[src/rtl/updi_pkg.sv]
// Shared types and helpers for the UPDI link arbiter: FSM state encoding and
// the round-robin requester picker.
package updi_pkg;

  typedef enum logic [2:0] {
    ARB_IDLE,
    ARB_GRANT,
    ARB_DRAIN,
    ARB_GUARD,
    ARB_FLUSH
  } updi_arb_state;

  localparam int unsigned RR_MAX = 8;

  typedef struct packed {
    logic       valid;
    logic [2:0] idx;
  } rr_pick_t;

  // First requester strictly after `last`, wrapping modulo n (n <= RR_MAX).
  // Walks the distance downward so the nearest hit is the last one written.
  function automatic rr_pick_t rr_pick(input logic [RR_MAX-1:0] req,
                                       input logic [2:0]        last,
                                       input int unsigned       n);
    rr_pick_t    r;
    int unsigned k;
    r = '0;
    for (int unsigned i = RR_MAX; i >= 1; i--) begin
      if (i <= n) begin
        k = (32'(last) + i) % n;
        if (req[k[2:0]]) begin
          r.valid = 1'b1;
          r.idx   = k[2:0];
        end
      end
    end
    return r;
  endfunction

endpackage

[src/rtl/delay.sv]
// Enable-held cycle timer: done_o rises on the N_CLKS-th consecutive enabled
// cycle; dropping en_i clears the count.
module delay #(
  parameter int unsigned N_CLKS = 16
) (
  input  logic clk,
  input  logic rst,
  input  logic en_i,
  output logic done_o
);
  localparam int unsigned CW = $clog2(N_CLKS + 1);

  logic [CW-1:0] cnt_q, cnt_d;

  assign done_o = en_i && (cnt_q == CW'(N_CLKS - 1));

  always_comb begin
    cnt_d = cnt_q;
    if (!en_i || done_o) cnt_d = '0;
    else                 cnt_d = cnt_q + 1'b1;
  end

  always_ff @(posedge clk) begin
    if (rst) cnt_q <= '0;
    else     cnt_q <= cnt_d;
  end
endmodule

[src/rtl/updi_link_arbiter.sv]
// Transaction-level round-robin lock over one UART PHY shared by N UPDI masters;
// each hand-over drains TX, waits the echo guard time and flushes stale RX.
module updi_link_arbiter
  import updi_pkg::*;
#(
  parameter int unsigned N_CLIENTS        = 2,
  parameter int unsigned MAX_HOLD_CLKS    = 65535,
  parameter int unsigned DRAIN_GUARD_CLKS = 16
) (
  input  logic                      clk,
  input  logic                      rst,
  input  logic [N_CLIENTS-1:0]      req,
  output logic [N_CLIENTS-1:0]      gnt,
  input  logic [N_CLIENTS-1:0][7:0] c_tx_data,
  input  logic [N_CLIENTS-1:0]      c_tx_wr_en,
  output logic [N_CLIENTS-1:0]      c_tx_full,
  output logic [7:0]                c_rx_data,
  input  logic [N_CLIENTS-1:0]      c_rx_rd_en,
  output logic [N_CLIENTS-1:0]      c_rx_empty,
  input  logic [N_CLIENTS-1:0]      c_db_start,
  output logic [N_CLIENTS-1:0]      c_db_busy,
  output logic [N_CLIENTS-1:0]      c_db_done,
  output logic [7:0]                uart_tx_fifo_data_in,
  output logic                      uart_tx_fifo_wr_en,
  input  logic                      uart_tx_fifo_full,
  input  logic                      uart_tx_fifo_empty,
  input  logic                      uart_tx_busy,
  input  logic [7:0]                uart_rx_fifo_data_out,
  output logic                      uart_rx_fifo_rd_en,
  input  logic                      uart_rx_fifo_empty,
  output logic                      double_break_start,
  input  logic                      double_break_busy,
  input  logic                      double_break_done,
  output logic [N_CLIENTS-1:0]      hold_timeout,
  output logic                      flushing
);

  updi_arb_state          state_q, state_d;
  logic [2:0]             owner_q, owner_d, last_q, last_d;
  logic [31:0]            hold_cnt_q, hold_cnt_d;
  logic [N_CLIENTS-1:0]   gnt_q, gnt_d, hto_q, hto_d;
  logic [RR_MAX-1:0]      req_pad;
  rr_pick_t               pick;
  logic                   guard_en, guard_done, drain_ok, own;

  always_comb begin
    req_pad                = '0;
    req_pad[N_CLIENTS-1:0] = req;
  end

  assign pick     = rr_pick(req_pad, last_q, N_CLIENTS);
  assign drain_ok = uart_tx_fifo_empty && !uart_tx_busy && !double_break_busy;
  assign guard_en = (state_q == ARB_GUARD);

  delay #(.N_CLKS(DRAIN_GUARD_CLKS)) u_guard (
    .clk    (clk),
    .rst    (rst),
    .en_i   (guard_en),
    .done_o (guard_done)
  );

  always_comb begin
    state_d    = state_q;
    owner_d    = owner_q;
    last_d     = last_q;
    hold_cnt_d = hold_cnt_q;
    gnt_d      = gnt_q;
    hto_d      = '0;
    case (state_q)
      ARB_IDLE: if (pick.valid) begin
        state_d    = ARB_GRANT;
        owner_d    = pick.idx;
        last_d     = pick.idx;
        hold_cnt_d = '0;
        for (int g = 0; g < N_CLIENTS; g++) gnt_d[g] = (pick.idx == 3'(g));
      end
      ARB_GRANT: begin
        if (!req_pad[owner_q]) begin
          state_d = ARB_DRAIN;
          gnt_d   = '0;
        end else if (MAX_HOLD_CLKS != 0 && hold_cnt_q == 32'(MAX_HOLD_CLKS - 1)) begin
          state_d = ARB_DRAIN;
          gnt_d   = '0;
          for (int g = 0; g < N_CLIENTS; g++) hto_d[g] = (owner_q == 3'(g));
        end else if (hold_cnt_q != '1) begin
          hold_cnt_d = hold_cnt_q + 1'b1;
        end
      end
      ARB_DRAIN: if (drain_ok)            state_d = ARB_GUARD;
      ARB_GUARD: if (guard_done)          state_d = ARB_FLUSH;
      ARB_FLUSH: if (uart_rx_fifo_empty)  state_d = ARB_IDLE;
      default:                            state_d = ARB_IDLE;
    endcase
  end

  always_ff @(posedge clk) begin
    if (rst) begin
      state_q    <= ARB_IDLE;
      owner_q    <= '0;
      last_q     <= 3'(N_CLIENTS - 1);
      hold_cnt_q <= '0;
      gnt_q      <= '0;
      hto_q      <= '0;
    end else begin
      state_q    <= state_d;
      owner_q    <= owner_d;
      last_q     <= last_d;
      hold_cnt_q <= hold_cnt_d;
      gnt_q      <= gnt_d;
      hto_q      <= hto_d;
    end
  end

  // PHY side: only the owner reaches the PHY, and reset silences it at once.
  assign own = (state_q == ARB_GRANT) && !rst;

  always_comb begin
    uart_tx_fifo_data_in = '0;
    uart_tx_fifo_wr_en   = 1'b0;
    double_break_start   = 1'b0;
    uart_rx_fifo_rd_en   = (state_q == ARB_FLUSH) && !rst && !uart_rx_fifo_empty;
    for (int g = 0; g < N_CLIENTS; g++) begin
      if (own && owner_q == 3'(g)) begin
        uart_tx_fifo_data_in = c_tx_data[g];
        uart_tx_fifo_wr_en   = c_tx_wr_en[g];
        double_break_start   = c_db_start[g];
        uart_rx_fifo_rd_en   = c_rx_rd_en[g];
      end
    end
  end

  for (genvar g = 0; g < N_CLIENTS; g++) begin : g_client
    logic is_own;
    assign is_own        = own && (owner_q == 3'(g));
    assign c_tx_full[g]  = is_own ? uart_tx_fifo_full  : 1'b1;
    assign c_rx_empty[g] = is_own ? uart_rx_fifo_empty : 1'b1;
    assign c_db_busy[g]  = is_own ? double_break_busy  : 1'b1;
    assign c_db_done[g]  = is_own ? double_break_done  : 1'b0;
  end

  assign c_rx_data    = uart_rx_fifo_data_out;
  assign gnt          = gnt_q;
  assign hold_timeout = hto_q;
  assign flushing     = !rst && (state_q == ARB_DRAIN || state_q == ARB_GUARD ||
                                 state_q == ARB_FLUSH);

endmodule
[config.mk]
export PLATFORM = sky130hd
export DESIGN_NAME = updi_link_arbiter
export DESIGN_NICKNAME = d
export VERILOG_FILES = /design/src/rtl/updi_pkg.sv /design/src/rtl/delay.sv /design/src/rtl/updi_link_arbiter.sv
export SDC_FILE = /design/constraint.sdc
export NUM_CORES = 1
export LEC_CHECK = 0
export BUFFER_PORTS_ARGS = -buffer_cell sky130_fd_sc_hd__buf_2
export CORE_MARGIN = 1
export CORE_UTILIZATION = 45
export CTS_BUF_LIST = sky130_fd_sc_hd__clkbuf_4 sky130_fd_sc_hd__clkbuf_8 sky130_fd_sc_hd__clkbuf_16
export CTS_CLUSTER_DIAMETER = 100
export CTS_CLUSTER_SIZE = 12
export DETAILED_ROUTE_END_ITERATION = 10
export PLACE_DENSITY = 0.7
export REMOVE_ABC_BUFFERS = 1
export SLEW_MARGIN = 20
export SYNTH_ARGS = -nofsm -noshare
export SYNTH_HDL_FRONTEND = slang
export SYNTH_SLANG_ARGS = --single-unit
export TNS_END_PERCENT = 5
[constraint.sdc]
create_clock -name clk -period 2.6 [get_ports clk]
set_clock_uncertainty 0.05 [all_clocks]
set_input_delay 0.13 -clock clk [delete_from_list [all_inputs] [get_ports clk]]
set_output_delay 0.13 -clock clk [all_outputs]
set_load 0.1 [all_outputs]
==> Word-level counts from Yosys, hierarchy flattened <==
Index checks and enable logic that the tools add are counted.
{ "classes": {"magnitude_cmp": 3, "n_reduce_logical": 27, "add_sub_neg": 4, "n_div": 0, "n_mul": 0, "n_mux": 40, "bitwise": 3, "n_shift": 0, "n_eq_ne": 17} }
{ "ops": {"columns": ["operator", "count"], "rows": [
  ["$mux 32", 4],
  ["$pmux 32 s2", 1],
  ["$add 32x1->32 const B", 1],
  ["$eq 32x16->1 const B", 1],
  ["$ne 32x32->1 const B", 1],
  ["$mux 1", 19],
  ["$mux 3", 6],
  ["$mux 8", 2],
  ["$pmux 3 s5", 1],
  ["$ne 2x2->1 const B", 7],
  ["$reduce_and 5->1", 2],
  ["$eq 3x1->1 const B", 3],
  ["$logic_and 1x1->1", 9],
  ["$logic_not 3->1", 3],
  ["$lt 1x4->1 const B", 2],
  ["$mux 4", 2],
  ["$eq 3x2->1 const B", 2],
  ["$mux 2", 3],
  ["$add 5x1->5 const B", 1],
  ["$eq 5x4->1 const B", 1],
  ["$logic_not 1->1", 5],
  ["$lt 3x4->1 const B", 1],
  ["$pmux 2 s2", 1],
  ["$reduce_or 4->1", 1],
  ["10 further kinds", 15]
]} }
{ "word_totals": {"latch_bits": 0, "rom_bits": 0, "ff_bits": 48, "ram_bits": 0, "memories": 0, "wordCells": 101, "input_bits": 40, "output_inout_bits": 32} }

==> Logic depth before layout (Yosys ltp) <==
Gate-level depths: netlist (run 1).
{ "logic_depth": {"depth_word": 8, "ltp_mapped": 9, "ltp_nobuf": 8} }

==> Modules after synthesis <==
A second synthesis (run 1) with hierarchy kept.
{ "unflattened": {"hier_cells": 342, "area_unflattened_um2": 2737.6} }
{ "by_module_without_submodules": {"columns": ["module", "area_per_inst_um2", "n_inst", "seq_area_each_um2", "cells_per_inst"], "rows": [
  ["updi_link_arbiter", 2521.2, 1, 820.8, 321],
  ["delay", 216.5, 1, 100.1, 21]
]} }

==> Least setup slack after synthesis (run 1) <==
Ideal clock, no wire load.
{ "synth_path": {"path_type": "register to output", "from": "reg owner_q[0]", "to": "out uart_rx_fifo_rd_en", "arrival_ps": 3031, "setup_slack_ps": -611, "n_path_buf": 1, "required_time_ps": 2420, "stages_incl_launch_ff": 6, "path_cell_list": "dfxtp_1 > clkbuf_1 > mux2i_1 > nor3b_1 > a21oi_1 > nor3_1"} }
{ "synth_via": {"elab_chain_len": 4, "word_cells_on_any_way": 6, "classes_between": "eq/ne: 1; mux: 2; reduce/logical: 3"} }
{ "synth_rtl": {"columns": ["item", "line", "source"], "rows": [
  ["start: declaration", "updi_link_arbiter.sv:39", "logic [2:0] owner_q, owner_d, last_q, last_d;"],
  ["start signal: assignment", "updi_link_arbiter.sv:106", "owner_q <= owner_d;"],
  ["$logic_not 3->1", "updi_link_arbiter.sv:123", "if (own && owner_q == 3'(g)) begin"],
  ["$logic_and 1x1->1", "updi_link_arbiter.sv:123", null],
  ["$mux 1", "updi_link_arbiter.sv:123", null],
  ["$mux 1 (*)", "updi_link_arbiter.sv:123", null],
  ["end: declaration", "updi_link_arbiter.sv:29", "output logic uart_rx_fifo_rd_en,"]
]} }
Mark *: on every way between the ends. The rest lies on a longest branch, timed or not.

==> Worst setup path after layout (run 1) <==
{ "layout_path": {"from": "reg hold_cnt_q[0]", "to": "reg hold_cnt_q[10]"} }
{ "layout_via": {"elab_chain_len": 5, "word_cells_on_any_way": 10, "classes_between": "add/sub: 1; eq/ne: 4; mux: 4; reduce/logical: 1"} }
{ "layout_rtl": {"columns": ["item", "line", "source"], "rows": [
  ["start: declaration", "updi_link_arbiter.sv:40", "logic [31:0] hold_cnt_q, hold_cnt_d;"],
  ["start signal: assignment", "updi_link_arbiter.sv:108", "hold_cnt_q <= hold_cnt_d;"],
  ["$add 32x1->32", "updi_link_arbiter.sv:86", "hold_cnt_d = hold_cnt_q + 1'b1;"],
  ["$mux 32", "updi_link_arbiter.sv:85", "end else if (hold_cnt_q != '1) begin"],
  ["$mux 32", "updi_link_arbiter.sv:81", "end else if (MAX_HOLD_CLKS != 0 && hold_cnt_q == 32'(MAX_HOLD_CLKS - 1)) begin"],
  ["$mux 32", "updi_link_arbiter.sv:78", "if (!req_pad[owner_q]) begin"],
  ["$pmux 32 s2", "updi_link_arbiter.sv:69", "case (state_q)"]
]} }
Parallel ways exist; a longest one is shown, timed or not. The select of a mux whose other input is x is not followed.
A chain may end at the register's enable or synchronous reset.

==> flow_metrics.env, run 1 <==
export IMPL_io_buffers=55
export IMPL_ys_async_sr_fraction=0
export IMPL_grt_max_degree=40
export IMPL_die_area_um2=6510
export IMPL_cts_sinks=46
export IMPL_max_slew_worst_pin_slew_ps=549
export IMPL_hold_buffers=0
export IMPL_cts_setup_buffers=0
export IMPL_nFillCells=566
export IMPL_drtAntennaViolNets=0
export IMPL_holdPathStages=2
export IMPL_clk_root_buffer_cell="clkbuf_8"
export IMPL_ir_worst_vdd_uv=325
export IMPL_area_growth_pct=16.8
export IMPL_synth_flop_cell="dfxtp_1"
export IMPL_synth_area_leaders="dfxtp_1 (33%), a21oi_1 (7.7%), nor2_1 (6.2%)"
export IMPL_status="finished, final reports clean"
export IMPL_grt_pass1_wl_um=12100
export IMPL_r2r_cells=8
export IMPL_slew_headroom=0.630
export IMPL_p_leak_nw=1.20
export IMPL_crit_arrival_ps=2650
export IMPL_drtIter0Drc=218
export IMPL_r2r_start="hold_cnt_q[0]"
export IMPL_final_net_count=449
export IMPL_rows=28
export IMPL_wl_um=7460
export IMPL_seqCellArea_um2=921
export IMPL_path_class="reg2reg"
export IMPL_drive_gt1_frac=0.232
export IMPL_clkSlewWorstSetupHoldPaths_ps=90
export IMPL_power_density_nw_per_um2=528
export IMPL_synth_cell_types=56
export IMPL_post_drt_via_cell_ratio=5.80
export IMPL_ios=72
export IMPL_antenna_found_initial=0
export IMPL_r2r_end="hold_cnt_q[10]"
export IMPL_synth_area_um2=2780
export IMPL_cp_start_kind="register"
export IMPL_die_x_um=80.7
export IMPL_min_from="req[0]"
export IMPL_slew_violations=0
export IMPL_setup_viol=0
export IMPL_endpoint_kind="register"
export IMPL_yosysTopAreaCellShare=0.331
export IMPL_place_area_um2=3130
export IMPL_min_period_ps=2460
export IMPL_reg2reg_slack_ps=140
export IMPL_fin_area_um2=3250
export IMPL_yosysWarningCount=0
export IMPL_synth_edf_count=0
export IMPL_core_um2=5960
export IMPL_cp_max_fo=16
export IMPL_post_drt_wl_per_cell_um=15.5
export IMPL_setup_ws_ps=145
export IMPL_hold_path_end="hold_timeout[0]"
export IMPL_dr_pass1_iters=4
export IMPL_cts_tree="done"
export IMPL_grt_pass1_vias=2549
export IMPL_start_util=0.467
export IMPL_pre_cts_ws_ps=133
export IMPL_cts_buffer_depth=2
export IMPL_fin_util=0.546
export IMPL_cts_made_buffers=5
export IMPL_grtUsageTotal=0.242
export IMPL_antenna_cells=0
export IMPL_drv_cap=0
export IMPL_clock_latency_ps=310
export IMPL_fp_dieH_um=80.7
export IMPL_rsz0062_at_grt="no"
export IMPL_gp_congestion=0.856
export IMPL_syn_inst=356
export IMPL_cts_htree_levels=2
export IMPL_fin_crit_sh=0.944
export IMPL_grt_ovfl_total=0
export IMPL_dp_hpwl_um=5370
export IMPL_synth_area_per_cell_um2=7.82
export IMPL_via_count=2792
export IMPL_yosys_area_top_type="dfxtp_1"
export IMPL_hold_viol=0
export IMPL_drc=0
export IMPL_worstPathRequired_ps=2790
export IMPL_holdCritPathClass="in2reg"
export IMPL_max_freq_mhz=407
export IMPL_multi_input_area_um2=1670
export IMPL_synth_ff_latch_count=46
export IMPL_yosysSeqAreaShare=0.331
==> synthesized netlist by cell type (all sizes together) (2+ instances only) <==
master  count
nand3b      3
or2         3
mux2i      12
buf        19
nand4      12
nor4        5
and2        4
or3        12
clkbuf     11
nor3b       4
nand3      13
and4        7
a21oi      43
o21ai      31
a22oi       2
nand2      15
ha          4
nor3        7
nor4bb      2
a31oi       7
and3        5
nor2       46
nand4b      8
or4         5
nor2b       2
dfxtp      46
inv         6
nand2b      2
==> registers in the layout (all words and copies together) (netlist names) <==
name	count
owner_q	1
state_q	3
hold_cnt_q	32
last_q	1
u_guard.cnt_q	5
gnt	2
hold_timeout	2
==> per-layer routing <==
layer	wire length (um)	GRT usage	vias up
met4	106	0.0929	0
met2	3360	0.367	63
met1	3450	0.312	1304
met3	543	0.0841	10
met5	0	0	-
li1	-	-	1415
==> worst max path at each step <==
| stage | start | end | slack, ps | depth (start not counted) |
|---|---|---|---|---|
| 2_1_floorplan | owner_q[0] | uart_rx_fifo_rd_en | -760 | 4 |
| 3_3_place_gp | hold_cnt_q[0] | hold_cnt_q[10] | 190 | 8 |
| 3_5_place_dp | hold_cnt_q[0] | hold_cnt_q[10] | 130 | 8 |
| 4_1_cts | hold_cnt_q[0] | hold_cnt_q[10] | 110 | 8 |
| 5_1_grt | hold_cnt_q[0] | hold_cnt_q[10] | 5 | 8 |
| 6_report | hold_cnt_q[0] | hold_cnt_q[10] | 140 | 8 |
==> metrics by stage <==
| stage | setup TNS (ps) | std cells | hold WS, ps | power (W) |
|---|---|---|---|---|
| 2_1_floorplan | -1440 | 326 | 149 | 0.00104 |
| 3_3_place_gp | 0 | 473 | 211 | 0.00118 |
| 3_5_place_dp | 0 | 473 | 211 | 0.00119 |
| 4_1_cts | 0 | 481 | 70.2 | 0.00172 |
| 5_1_grt | 0 | 481 | 81.9 | 0.00179 |
| 6_report | 0 | 481 | 77.2 | 0.00172 |
==> what timing repair did <==
action	in CTS	in global routing
gates cloned	0	0
resized for setup	1	3
setup endpoints to repair	5	19
==> cells in the final DEF (no fill, tap or decap), types with 4 or more instances in the layout <==
cell type / n
and2_1: 4
or3_1: 12
o21ai_1: 24
clkbuf_8: 5
nor2_1: 46
nor4_1: 5
a21oi_1: 43
nor3_1: 7
or4_1: 4
and4_1: 7
mux2i_1: 12
nand2_1: 14
nand4_1: 11
buf_4: 16
nand3_1: 12
ha_1: 4
buf_2: 54
and3_1: 4
inv_1: 6
a31oi_1: 7
o21ai_0: 7
dfxtp_1: 46
nand4b_1: 8
==> final cells by class <==
type                            count  area share
Clock buffer                        5      0.0212
Clock inverter                      3      0.0123
Inverter                            6     0.00693
Multi-Input combinational cell    274       0.515
Sequential cell                    46       0.283
Tap cell                           75      0.0289
Timing Repair Buffer               72       0.132
==> cells by family (layout without fill, tap and decap cells) <==
group | count (synthesis) | after routing | synth area share
and+or+nand+nor | 157 | 157 | 0.323
AOI/OAI and AO/OA | 98 | 98 | 0.203
DFF | 46 | 46 | 0.331
buffers and inverters | 36 | 86 | 0.0715
muxes | 13 | 13 | 0.0472
adders and majority gates | 4 | 4 | 0.0180
xor gates and xnor gates | 2 | 2 | 0.00629
==> critical path: stages, from the launching register on <==
cell and delay (ps):
dfxtp_1 390, ha_1 220, and3_2 250, nand4_4 130, or4_4 580, a21bo_4 340, buf_4 210, o21ai_1 70
a21oi_1 140
==> power breakdown <==
group | switching [W] | internal (W) | total [W]
sequential | 0.0000154 | 0.000716 | 0.000732
clock | 0.000254 | 0.000283 | 0.000537
combinational | 0.000314 | 0.000134 | 0.000448
Note: power is estimated with default switching activity, not from simulation.
==> run 2, diff against run 1 <==
==> constraint.sdc (replaced) <==
create_clock -name clk -period 2.6 [get_ports clk]
set_clock_uncertainty 0.05 [all_clocks]
set_input_delay 0.26 -clock clk [delete_from_list [all_inputs] [get_ports clk]]
set_output_delay 0.26 -clock clk [all_outputs]
set_load 0.1 [all_outputs]
==> flow_metrics.env, run 2 (synthesis gave the netlist of run 1 again) <==
export IMPL_p_leak_nw=1.27
export IMPL_cts_made_buffers=5
export IMPL_path_class="reg2reg"
export IMPL_seqCellArea_um2=921
export IMPL_gp_congestion=0.821
export IMPL_io_buffers=55
export IMPL_area_growth_pct=24.5
export IMPL_die_area_um2=6510
export IMPL_drtAntennaViolNets=0
export IMPL_nFillCells=560
export IMPL_grt_max_degree=39
export IMPL_status="finished, final reports clean"
export IMPL_finalPower_w=0.00178
export IMPL_cts_htree_levels=2
export IMPL_ios=72
export IMPL_post_drt_via_cell_ratio=5.94
export IMPL_grt_pass1_wl_um=12800
export IMPL_holdWs_ps=208
export IMPL_ctsResizeCount=0
export IMPL_endpoint_kind="register"
export IMPL_top_regs="hold_cnt_q (32), u_guard.cnt_q (5), state_q (3)"
export IMPL_die_x_um=80.7
export IMPL_cts_sinks=46
export IMPL_post_drt_wl_per_cell_um=16.3
export IMPL_drtIter0Drc=227
export IMPL_multi_input_area_um2=1660
export IMPL_via_count=2887
export IMPL_largest_register="hold_cnt_q"
export IMPL_final_net_count=455
export IMPL_grtUsageTotal=0.257
export IMPL_worstPathRequired_ps=2720
export IMPL_rows=28
export IMPL_antenna_cells=0
export IMPL_drv_cap=0
export IMPL_clkSlewWorstSetupHoldPaths_ps=90
export IMPL_cts_tree="done"
export IMPL_max_freq_mhz=403
export IMPL_layout_common_cells="nor2_1 (46), dfxtp_1 (46), a21oi_1 (43), buf_2 (43), o21ai_1 (24)"
export IMPL_core_um2=5960
export IMPL_drc=0
export IMPL_r2r_cells=7
export IMPL_max_slew_worst_pin_slew_ps=590
export IMPL_clock_latency_ps=300
export IMPL_holdPathStages=2
export IMPL_grt_ovfl_total=0
export IMPL_start_util=0.467
export IMPL_cts_buffer_depth=2
export IMPL_cp_start_kind="register"
export IMPL_fp_dieH_um=80.7
export IMPL_setup_viol=0
export IMPL_clk_root_buffer_cell="clkbuf_8"
export IMPL_largest_reg_flops=32
export IMPL_dr_pass1_iters=4
export IMPL_holdCritPathClass="in2reg"
export IMPL_cp_max_fo=16
export IMPL_crit_arrival_ps=2600
export IMPL_slew_headroom=0.603
export IMPL_ir_worst_vdd_uv=346
export IMPL_dp_hpwl_um=5790
export IMPL_min_period_ps=2480
export IMPL_reg2reg_slack_ps=120
export IMPL_rsz0062_at_grt="no"
export IMPL_fin_crit_sh=0.954
export IMPL_hold_viol=0
export IMPL_grt_pass1_vias=2596
export IMPL_antenna_found_initial=0
export IMPL_power_density_nw_per_um2=513
export IMPL_drive_gt1_frac=0.234
export IMPL_wl_um=7910
export IMPL_slew_violations=0
==> run 2: cell types whose count changed in the layout (fill, tap and decap cells not counted), sizes merged <==
cell,previous run,this run
buf,72,78
clkinv,2,0
clkbuf,5,6
==> run 2: path summary, 6_finish.rpt <==
check                                      start          endpoint
worst max register to register     hold_cnt_q[0]     hold_cnt_q[0]
worst min-delay path                      req[0]   hold_timeout[0]
worst min register to register  u_guard.cnt_q[0]  u_guard.cnt_q[0]
worst max-delay path               hold_cnt_q[0]     hold_cnt_q[0]
==> run 2: worst max-delay path: stages (launching register included) <==
cell	delay (ps)
dfxtp_1	390
ha_1	240
and3_1	290
nand4_4	140
or4_4	580
o211a_1	370
mux2i_1	250
nor2_1	60
==> run 2: repair_timing <==
action	4_1_cts	5_1_grt
hold buffers	0	0
setup buffers	0	3
setup endpoints to repair	0	3
==> run 2: area by class of cell <==
type / count / share of cell area
Clock buffer: 6 / 0.0238
Clock inverter: 1 / 0.00866
Inverter: 6 / 0.00650
Multi-Input combinational cell: 274 / 0.480
Sequential cell: 46 / 0.266
Tap cell: 75 / 0.0271
Timing Repair Buffer: 78 / 0.188
==> run 2: power breakdown <==
| part | internal [W] | switching [W] | total [W] |
|---|---|---|---|
| combinational | 0.000174 | 0.000322 | 0.000496 |
| clock | 0.000308 | 0.000244 | 0.000552 |
| sequential | 0.000716 | 0.0000143 | 0.000731 |
==> run 2: metal layers <==
layer  vias up  GRT usage  wire, um
li1       1416          -         -
met1      1382      0.327      3430
met2        78      0.404      3770
met3        11     0.0909       616
met4         0     0.0786       101
met5         -          0         0
==> run 2: metrics by stage <==
| stage | setup WS, ps | cell area (um^2) | utilization | setup TNS, ps | std cells |
|---|---|---|---|---|---|
| after floorplan | -889 | 2610 | - | -2870 | 326 |
| after global placement | 212 | 3320 | 0.557 | 0 | 476 |
| after detailed placement | 148 | 3320 | 0.557 | 0 | 476 |
| after CTS | 116 | 3430 | 0.576 | 0 | 483 |
| after global routing | 14.9 | 3470 | 0.582 | 0 | 486 |
| final | 120 | 3470 | 0.582 | 0 | 486 |
